### config.mk
export PLATFORM = sky130hd
export DESIGN_NAME = axi_wr_rsp_mux
export DESIGN_NICKNAME = d
export VERILOG_FILES = /design/src/rtl/axi_pkg.sv /design/src/rtl/rr_arbiter.sv /design/src/rtl/axi_wr_rsp_mux.sv
export SDC_FILE = /design/constraint.sdc
export NUM_CORES = 1
export LEC_CHECK = 0
export ABC_CLOCK_PERIOD_IN_PS = 3850
export CORE_ASPECT_RATIO = 0.5
export CORE_UTILIZATION = 45
export CTS_BUF_LIST = sky130_fd_sc_hd__clkbuf_2 sky130_fd_sc_hd__clkbuf_4 sky130_fd_sc_hd__clkbuf_8
export DETAILED_ROUTE_END_ITERATION = 7
export GPL_TIMING_DRIVEN = 0
export HOLD_SLACK_MARGIN = 0.15
export PLACE_DENSITY = 0.73
export SETUP_SLACK_MARGIN = 0.1
export SLEW_MARGIN = 0
export SYNTH_ARGS = -nofsm -noshare
export SYNTH_HDL_FRONTEND = slang
export SYNTH_SLANG_ARGS = --single-unit
### constraint.sdc
create_clock -name clk -period 3.85 [get_ports clk]
set_clock_uncertainty 0.15 [all_clocks]
set_input_delay 0.5775 -clock clk [delete_from_list [all_inputs] [get_ports clk]]
set_output_delay 0.5775 -clock clk [all_outputs]
set_load 0.02 [all_outputs]
### src/rtl/axi_pkg.sv
// AXI response encodings and index-width helper shared by the B and R channel muxes.
package axi_pkg;

    localparam logic [1:0] AXI_RESP_OKAY   = 2'b00;
    localparam logic [1:0] AXI_RESP_EXOKAY = 2'b01;
    localparam logic [1:0] AXI_RESP_SLVERR = 2'b10;
    localparam logic [1:0] AXI_RESP_DECERR = 2'b11;

    function automatic int sel_w(input int n);
        return (n > 1) ? $clog2(n) : 1;
    endfunction

endpackage

### src/rtl/rr_arbiter.sv
// Round-robin arbiter: one-hot grant searching upward from rr_ptr, wrapping at N.
// Latency: combinational grant; pointer moves to winner+1 on the clock after en && |req.
// Backpressure: en low forces gnt to zero and freezes the pointer.
module rr_arbiter
    import axi_pkg::*;
#(
    parameter  int N     = 4,
    localparam int SEL_W = sel_w(N)
) (
    input  logic             clk,
    input  logic             rst_n,
    input  logic [N-1:0]     req,
    input  logic             en,
    output logic [N-1:0]     gnt,
    output logic [SEL_W-1:0] gnt_idx
);

    localparam logic [SEL_W:0]   N_L  = (SEL_W+1)'(N);
    localparam logic [SEL_W-1:0] LAST = SEL_W'(N - 1);

    logic [SEL_W-1:0] r_ptr;
    logic [SEL_W:0]   w_sum;
    logic [SEL_W-1:0] w_idx;
    logic             w_found;

    always_comb begin
        w_found = 1'b0;
        w_idx   = '0;
        w_sum   = '0;
        for (int k = 0; k < N; k++) begin
            w_sum = {1'b0, r_ptr} + (SEL_W+1)'(k);
            if (w_sum >= N_L) begin
                w_sum = w_sum - N_L;
            end
            if (!w_found && req[w_sum[SEL_W-1:0]]) begin
                w_found = 1'b1;
                w_idx   = w_sum[SEL_W-1:0];
            end
        end
    end

    always_comb begin
        gnt = '0;
        for (int i = 0; i < N; i++) begin
            gnt[i] = en && w_found && (w_idx == SEL_W'(i));
        end
    end

    assign gnt_idx = w_idx;

    always_ff @(posedge clk or negedge rst_n) begin
        if (!rst_n) begin
            r_ptr <= '0;
        end else if (en && w_found) begin
            r_ptr <= (w_idx == LAST) ? '0 : w_idx + 1'b1;
        end
    end

endmodule

### src/rtl/axi_wr_rsp_mux.sv
// Merges N_SLV AXI B channels into one, BID widened with source index; optional AXI_WR_RSP_ERR_CNT_EN error counter.
// Latency: 1 cycle from downstream handshake to m_bvalid; 1 response/cycle sustained.
// Backpressure: grants stop when the output FIFO is full unless it is popped in the same cycle.
module axi_wr_rsp_mux
    import axi_pkg::*;
#(
    parameter  int N_SLV     = 4,
    parameter  int ID_WIDTH  = 4,
    parameter  int OUT_DEPTH = 2,
    localparam int SEL_W     = sel_w(N_SLV)
) (
    input  logic                      clk,
    input  logic                      rst_n,
    input  logic [N_SLV-1:0]          s_bvalid,
    output logic [N_SLV-1:0]          s_bready,
    input  logic [N_SLV*ID_WIDTH-1:0] s_bid,
    input  logic [N_SLV*2-1:0]        s_bresp,
    input  logic [N_SLV-1:0]          s_buser,
    output logic                      m_bvalid,
    input  logic                      m_bready,
    output logic [SEL_W+ID_WIDTH-1:0] m_bid,
    output logic [1:0]                m_bresp,
    output logic                      m_buser
`ifdef AXI_WR_RSP_ERR_CNT_EN
    ,
    output logic [15:0]               err_cnt
`endif
);

    localparam int PTR_W = $clog2(OUT_DEPTH);
    localparam int CNT_W = PTR_W + 1;
    localparam logic [CNT_W-1:0] DEPTH_L = CNT_W'(OUT_DEPTH);

    typedef struct packed {
        logic [SEL_W+ID_WIDTH-1:0] id;
        logic [1:0]                resp;
        logic                      user;
    } b_beat_t;

    b_beat_t          r_mem [OUT_DEPTH];
    b_beat_t          r_out;
    b_beat_t          w_push_dat;
    b_beat_t          w_nxt_out;
    logic [PTR_W-1:0] r_wr_ptr;
    logic [PTR_W-1:0] r_rd_ptr;
    logic [PTR_W-1:0] w_rd_ptr_nxt;
    logic [CNT_W-1:0] r_cnt;
    logic [CNT_W-1:0] w_cnt_nxt;
    logic             w_pop;
    logic             w_push;
    logic             w_en;
    logic [N_SLV-1:0] w_gnt;
    logic [SEL_W-1:0] w_gnt_idx;

    logic [ID_WIDTH-1:0] w_bid   [N_SLV];
    logic [1:0]          w_bresp [N_SLV];

    for (genvar g = 0; g < N_SLV; g++) begin : g_unpack
        assign w_bid[g]   = s_bid[g*ID_WIDTH +: ID_WIDTH];
        assign w_bresp[g] = s_bresp[g*2 +: 2];
    end

    assign m_bvalid = (r_cnt != '0);
    assign w_pop    = m_bvalid && m_bready;
    // A full FIFO may still accept when the head leaves this same cycle.
    assign w_en     = rst_n && ((r_cnt < DEPTH_L) || w_pop);

    rr_arbiter #(.N(N_SLV)) u_arb (
        .clk     (clk),
        .rst_n   (rst_n),
        .req     (s_bvalid),
        .en      (w_en),
        .gnt     (w_gnt),
        .gnt_idx (w_gnt_idx)
    );

    assign s_bready = w_gnt;
    assign w_push   = |w_gnt;

    always_comb begin
        w_push_dat      = '0;
        w_push_dat.id   = {w_gnt_idx, w_bid[w_gnt_idx]};
        w_push_dat.resp = w_bresp[w_gnt_idx];
        w_push_dat.user = s_buser[w_gnt_idx];
    end

    always_comb begin
        w_cnt_nxt = r_cnt;
        case ({w_push, w_pop})
            2'b10:   w_cnt_nxt = r_cnt + 1'b1;
            2'b01:   w_cnt_nxt = r_cnt - 1'b1;
            default: w_cnt_nxt = r_cnt;
        endcase
        w_rd_ptr_nxt = w_pop ? r_rd_ptr + 1'b1 : r_rd_ptr;
    end

    // Head register: bypass the incoming beat when it becomes the only entry; hold when empty.
    always_comb begin
        w_nxt_out = r_out;
        if (w_cnt_nxt != '0) begin
            if ((r_cnt == '0) || ((r_cnt == CNT_W'(1)) && w_pop)) begin
                w_nxt_out = w_push_dat;
            end else begin
                w_nxt_out = r_mem[w_rd_ptr_nxt];
            end
        end
    end

    always_ff @(posedge clk) begin
        if (w_push) begin
            r_mem[r_wr_ptr] <= w_push_dat;
        end
    end

    always_ff @(posedge clk or negedge rst_n) begin
        if (!rst_n) begin
            r_wr_ptr <= '0;
            r_rd_ptr <= '0;
            r_cnt    <= '0;
            r_out    <= '0;
        end else begin
            if (w_push) begin
                r_wr_ptr <= r_wr_ptr + 1'b1;
            end
            r_rd_ptr <= w_rd_ptr_nxt;
            r_cnt    <= w_cnt_nxt;
            r_out    <= w_nxt_out;
        end
    end

    assign m_bid   = r_out.id;
    assign m_bresp = r_out.resp;
    assign m_buser = r_out.user;

`ifdef AXI_WR_RSP_ERR_CNT_EN
    logic [15:0] r_err_cnt;

    always_ff @(posedge clk or negedge rst_n) begin
        if (!rst_n) begin
            r_err_cnt <= '0;
        end else if (w_pop && m_bresp[1] && (r_err_cnt != 16'hFFFF)) begin
            r_err_cnt <= r_err_cnt + 16'd1;
        end
    end

    assign err_cnt = r_err_cnt;
`endif

endmodule
# Word level (Yosys, flattened, before mapping)
# Memories as Yosys holds them, arrays and structs flattened.
# Cells that the tools add are included.
# W data, S select, Z words.
[classes] eq_ne=6 n_reduce_logical=21 mux=34 bitwise_logic=1 order_cmp=11 n_addsub=12
[ops] op="$mux W2" n=11
[ops] op="$lt A2 B3 Y1 const B" n=5
[ops] op="$ge A3 B3 Y1 const B" n=4
[ops] op="$mux W1" n=12
[ops] op="$logic_and A1 B1 Y1" n=11
[ops] op="$bmux W1 S2" n=5
[ops] op="$sub A2 B1 Y2 const B" n=5
[ops] op="$mux W9" n=1
[ops] op="$bmux W4 S2" n=1
[ops] op="$mux W4" n=2
[ops] op="$add A2 B2 Y3 const B" n=2
[ops] op="$eq A2 B1 Y1 const B" n=3
[ops] op="$eq A2 B2 Y1 const B" n=3
[ops] op="$add A2 B1 Y2 const B" n=2
[ops] op="$bmux W2 S2" n=1
[ops] op="$logic_not A2 Y1" n=2
[ops] op="$pmux W2 S2" n=1
[ops] op="$reduce_bool A2 Y1" n=2
[ops] op="$reduce_or A4 Y1" n=1
[ops] op="$add A2 B1 Y3 const B" n=1
[ops] op="$ge A2 B3 Y1 const B" n=1
[ops] op="$logic_not A1 Y1" n=3
[ops] op="$not A2 Y3" n=1
[ops] op="$add A1 B1 Y1 const B" n=2
[ops] op="2 further kinds" n=3
[word_totals] in_bits=35 mem_bits_rw=18 reg_bits=15 output_inout_bits=14 memories=1
[mem_list] memory="r_mem" words=2 width=9 read_ports=1 rd_ports_with_merged_regs=0 wr=1 line="axi_wr_rsp_mux.sv:40" source="b_beat_t r_mem [OUT_DEPTH];"

# Longest topological paths before layout
[depth] depth_word=20 mapped_depth=16 mapped_depth_nobuf=13

# Cells and area by module
# Synthesis repeated with hierarchy kept, for this count alone.
[hier_totals] cells_unflattened=162 hier_area_um2=1981.9
[modules_own_cells] mod="axi_wr_rsp_mux" area_per_inst_um2=1715.4 cells_each=132 n_inst=1
[modules_own_cells] mod="rr_arbiter" area_per_inst_um2=266.5 cells_each=30 n_inst=1

# Worst setup path after synthesis
# No wires, ideal clock.
[synth_timing] kind="input-to-reg" startpoint="input s_bvalid[3]" endpoint="register r_out, in the netlist m_bid[3]" setup_ns=0.123 path_buffers=3 cell_stages=14 arrival_ns=3.195 setup_slack_ns=0.383 required_ns=3.577 path_cell_list="nand2b_1 > a211oi_2 > or2_1 > buf_6 > buf_8 > inv_1 > ha_1 > nor2_1 > a31oi_4 > ha_1 > o31ai_2 > clkbuf_1 > nand2_1 > o221a_2"
[synth_between] elab_chain_cells=18 elab_cells_between_ends=41 cone_classes="5 x eq/ne; 21 x mux; 1 x bitwise; 14 x reduce/logical"
[synth_lines] element="from (decl)" line="axi_wr_rsp_mux.sv:14" source="input logic [N_SLV-1:0] s_bvalid,"
[synth_lines] element="$bmux W1 S2" line="rr_arbiter.sv:35" source="if (!w_found && req[w_sum[SEL_W-1:0]]) begin"
[synth_lines] element="$mux W1 (implied by the code)" line="rr_arbiter.sv:35"
[synth_lines] element="$mux W1" line="rr_arbiter.sv:35"
[synth_lines] element="$logic_not A1 Y1" line="rr_arbiter.sv:35"
[synth_lines] element="$logic_and A1 B1 Y1" line="rr_arbiter.sv:35"
[synth_lines] element="$mux W1" line="rr_arbiter.sv:35"
[synth_lines] element="$logic_not A1 Y1" line="rr_arbiter.sv:35"
[synth_lines] element="$logic_and A1 B1 Y1" line="rr_arbiter.sv:35"
[synth_lines] element="(+2 left out)"
[synth_lines] element="$logic_and A1 B1 Y1" line="rr_arbiter.sv:35"
[synth_lines] element="$mux W2 or $mux W1 (tied branches)" line="rr_arbiter.sv:35"
[synth_lines] element="$eq A2 B1 Y1, or another cell as far along" line="rr_arbiter.sv:45" source="gnt[i] = en && w_found && (w_idx == SEL_W'(i));"
[synth_lines] element="$logic_and A1 B1 Y1" line="rr_arbiter.sv:45"
[synth_lines] element="$reduce_or A4 Y1" line="axi_wr_rsp_mux.sv:78" source="assign w_push = |w_gnt;"
[synth_lines] element="$eq A2 B1 Y1 or $eq A2 B2 Y1 (tied branches)" line="axi_wr_rsp_mux.sv:89" source="case ({w_push, w_pop})"
[synth_lines] element="$pmux W2 S2" line="axi_wr_rsp_mux.sv:89"
[synth_lines] element="$reduce_bool A2 Y1" line="axi_wr_rsp_mux.sv:100" source="if (w_cnt_nxt != '0) begin"
[synth_lines] element="to (signal assigned)" line="axi_wr_rsp_mux.sv:127" source="r_out <= w_nxt_out;"
[synth_lines] element="to (decl)" line="axi_wr_rsp_mux.sv:41" source="b_beat_t r_out;"
# Several ways; a longest one is shown, not always the timed one. The select of a mux whose other input is x is not followed.
# A chain may end at the register's enable or synchronous reset.

# Worst setup path after layout
[layout_timing] startpoint="input s_bvalid[0]" endpoint="output s_bready[3]"
[layout_between] elab_chain_cells=14 elab_cells_between_ends=25 cone_classes="1 x eq/ne; 16 x mux; 8 x reduce/logical"
[layout_lines] element="$bmux W1 S2" line="rr_arbiter.sv:35"
[layout_lines] element="$mux W1 (implied by the code)" line="rr_arbiter.sv:35"
[layout_lines] element="$mux W1" line="rr_arbiter.sv:35"
[layout_lines] element="$logic_not A1 Y1" line="rr_arbiter.sv:35"
[layout_lines] element="$logic_and A1 B1 Y1" line="rr_arbiter.sv:35"
[layout_lines] element="$mux W1" line="rr_arbiter.sv:35"
[layout_lines] element="$logic_not A1 Y1" line="rr_arbiter.sv:35"
[layout_lines] element="$logic_and A1 B1 Y1" line="rr_arbiter.sv:35"
[layout_lines] element="$mux W1" line="rr_arbiter.sv:35"
[layout_lines] element="$logic_not A1 Y1" line="rr_arbiter.sv:35"
[layout_lines] element="$logic_and A1 B1 Y1" line="rr_arbiter.sv:35"
[layout_lines] element="$mux W2 or $mux W1 (tied branches)" line="rr_arbiter.sv:35"
[layout_lines] element="$eq A2 B2 Y1 or $logic_and A1 B1 Y1 (tied branches)" line="rr_arbiter.sv:45"
[layout_lines] element="$logic_and A1 B1 Y1 (*)" line="rr_arbiter.sv:45"
[layout_lines] element="to (decl)" line="axi_wr_rsp_mux.sv:15" source="output logic [N_SLV-1:0] s_bready,"
# Every way passes the cells marked *; elsewhere a longest branch is shown, timed or not. The select of a mux whose other input is x is not followed.

==> results.py <==
metrics = {
    "placed_design": {
        "place_ws_ns": -0.800,
        "dp_hpwl_um": 4030,
        "gp_congestion": 0.830,
        "dp.cells": 309,
        "portBuffers": 47,
    },
    "sta": {
        "min_period_ns": 3.64,
        "fin_crit_sh_pct": 94.7,
        "worstMarginPinSlew_ns": 0.908,
        "drv_slew": 0,
        "rsz0062_at_grt": "false",
        "final-setup-viol-count": 0,
        "fmax_mhz": 274,
        "worst_slack_ns": 0.205,
        "hold_viol_final": 0,
        "hold_slack_ns": 0.253,
        "relSlewSlack_pct": 39.3,
    },
    "setup_path": {
        "crit_arrival_ns": 2.92,
        "slowest_delay_ns": 0.60,
        "critPathSlowestCell": "clkdlybuf4s50_1",
        "crit_chain": "clkdlybuf4s50_1 -> nor2_1 -> a211oi_4 -> or2_1 -> buf_6 -> buf_8 -> inv_1 -> ha_1 -> and3_1 -> clkdlybuf4s50_1",
        "crit_path_end_kind": "primary output",
        "path_max_fanout": 10,
        "critPathRequiredTime_ns": 3.12,
        "reg2regPathDepth": 13,
        "start_kind": "primary input",
        "crit_top_cell": "clkdlybuf4s50_1",
        "worstSetupPathType": "in -> out",
    },
    "clock_network": {
        "root_buffer": "clkbuf_8",
        "cts_buffer_depth": 2,
        "clock-sinks": 33,
        "clock_latency_ns": 0.28,
        "clk_pin_slew_ns": 0.07,
        "cts_tree": "yes",
        "h-tree-depth": 2,
        "cts_made_buffers": 5,
    },
    "global_routing": {
        "grt_use_total_pct": 23.7,
        "grt_pass1_vias": 1790,
        "grt-ovfl-total": 0,
        "antenna_found_initial": 0,
        "grt_max_degree": 19,
        "grt_pass1_wl_um": 8720,
    },
    "routing": {
        "postRouteWirelength_um": 5720,
        "drt-pass1-iter-count": 5,
        "drc": 0,
        "num_vias": 1862,
        "antenna_left": 0,
        "via_per_inst": 5.82,
        "wl_per_cell_um": 17.9,
        "drtIter0Drc": 91,
    },
    "power_and_ir_drop": {
        "power.share.clock_pct": 11.1,
        "power_frac_seq_pct": 26.9,
        "combPwrFrac_pct": 62.0,
        "vdd_drop_max_mv": 0.504,
        "switching_share_pct": 43.1,
        "net-switching-power_uw": 1050,
        "p_total_uw": 2430,
        "leakage_uw": 0.00114,
        "intPower_uw": 1380,
        "p_per_area_nw_per_um2": 860,
    },
    "die": {
        "rows": 17,
        "io-pin-count": 49,
        "dieHeight_um": 50.2,
        "initial_utilization_pct": 47.3,
        "core_area_sq_um": 4420,
        "dieWidth_um": 98.5,
        "dieArea_sq_um": 4940,
    },
    "yosys": {
        "synthCells": 205,
        "ys_ff_latch": 33,
        "synth_warnings": 0,
        "synth_area_sq_um": 2090,
        "synth.distinct_cells": 43,
        "syn_avg_cell_area_sq_um": 10.2,
        "ys_seq_area_share_pct": 43.8,
        "syn_nets": 245,
    },
    "cells_and_area": {
        "multi_input_area_sq_um": 1120,
        "layout.nets": 302,
        "n_fill_cell": 369,
        "final_cell_mix": "clkdlybuf4s50_1 (43), nand2_1 (39), edfxtp_1 (18)",
        "layout_commonest_cell": "clkdlybuf4s50_1",
        "diodes": 0,
        "syn_to_final_growth_pct": 34.8,
        "drive_gt1_share_pct": 17.5,
        "final_cell_count_no_fill": 320,
        "seq_area_sq_um": 916,
        "utilization_pct": 63.8,
    },
    "run": {
        "maxCapViolCount": 0,
    },
    "min_path": {
        "min_path_type": "in -> async",
    },
    "outcome": {
        "status": "finished, final reports clean",
    },
}
power by group through the flow:
stage	registers (uW)	logic, uW	clock network [uW]
2_1_floorplan	687	901	0
3_3_place_gp	644	1340	0
3_5_place_dp	652	1370	0
4_1_cts	645	1460	273
5_1_grt	668	1620	293
6_report	653	1510	270
routing by layer:
metal / track usage, % / share of wire [%] / up-vias / wire, um
li1: - / - / 874 / -
met1: 31.5 / 45 / 911 / 2590
met2: 39.6 / 47 / 65 / 2690
met3: 4.32 / 6.2 / 12 / 352
met4: 7.96 / 1.6 / 0 / 91
met5: 0 / 0 / - / 0
final cells by class:
| class | count | share of cell area [%] |
|---|---|---|
| buffer | 10 | 2.70 |
| inverter | 10 | 1.51 |
| tap | 57 | 2.53 |
| sequential | 33 | 32.4 |
| clock inverter | 2 | 0.310 |
| clock buffer | 6 | 2.93 |
| multi-input combinational | 152 | 39.8 |
| timing repair buffer | 50 | 17.8 |
metrics by stage:
stage	cell area [sq um]	setup TNS [ns]
2_1_floorplan	2090	0
3_3_place_gp	2640	-6.62
5_1_grt	2820	0
6_report	2820	0
3_5_place_dp	2640	-6.41
4_1_cts	2770	0
worst paths after layout:
check | endpoint | slack [ns] | start
setup / recovery | s_bready[3] | 0.21 | s_bvalid[0]
hold / removal | m_bid[0] | 0.25 | rst_n
setup reg to reg | m_bid[1] | 0.38 | r_cnt[0]
hold reg to reg | r_wr_ptr | 0.33 | r_wr_ptr
max in group asynchronous | m_bid[4] | 2.74 | rst_n
min in group clk | r_wr_ptr | 0.33 | r_wr_ptr
registers in the layout, summed over array words and instances, names as in the netlist:
signal       flops
m_bid            6
m_bresp          2
m_buser          1
r_cnt            2
r_mem           18
r_rd_ptr         1
r_wr_ptr         1
u_arb.r_ptr      2
Yosys cell counts, drive strengths merged:
cell / number / area [sq um]
clkinv: 1 / 8.76
mux2i: 11 / 110
nand3: 1 / 5.00
buf: 8 / 62.6
and2: 1 / 6.26
inv: 9 / 33.8
nand2: 42 / 168
o221a: 7 / 78.8
and3: 1 / 6.26
a2bb2oi: 8 / 93.8
a22oi: 1 / 7.51
ha: 5 / 62.6
edfxtp: 18 / 541
o21ai: 5 / 25.0
o31ai: 1 / 12.5
or2: 1 / 6.26
nor2b: 8 / 50.1
nor3b: 2 / 20.0
dfrtp: 15 / 375
o22ai: 7 / 43.8
a211oi: 8 / 65.1
nor3: 1 / 5.00
o2111ai: 1 / 15.0
a32oi: 7 / 61.3
mux2: 3 / 33.8
a21o: 1 / 7.51
a31oi: 1 / 21.3
a21oi: 16 / 91.3
xor2: 2 / 17.5
nand2b: 4 / 25.0
nor2: 7 / 26.3
clkbuf: 2 / 7.51
cells by family after synthesis:
logic type,synth area share (%)
AOI/OAI and AO/OA,25.0
xor gates and xnor gates,0.837
adders and majority gates,2.99
buffers and inverters,5.38
DFF,43.8
muxes,6.87
and+or+nand+nor,15.2
worst max-delay path, delay by kind of cell:
family	cells	cell delay, ns
buf+inv	5	1.43
compound gates	1	0.06
fa+ha+maj	1	0.18
simple gates	3	0.67
what timing repair did:
item,CTS,global route
buffers inserted,3,0
setup endpoints to repair,9,10
hold buffers,0,0
gates resized for setup,7,11
pin swaps,1,3
No activity file was read; power rests on OpenSTA's default activity.
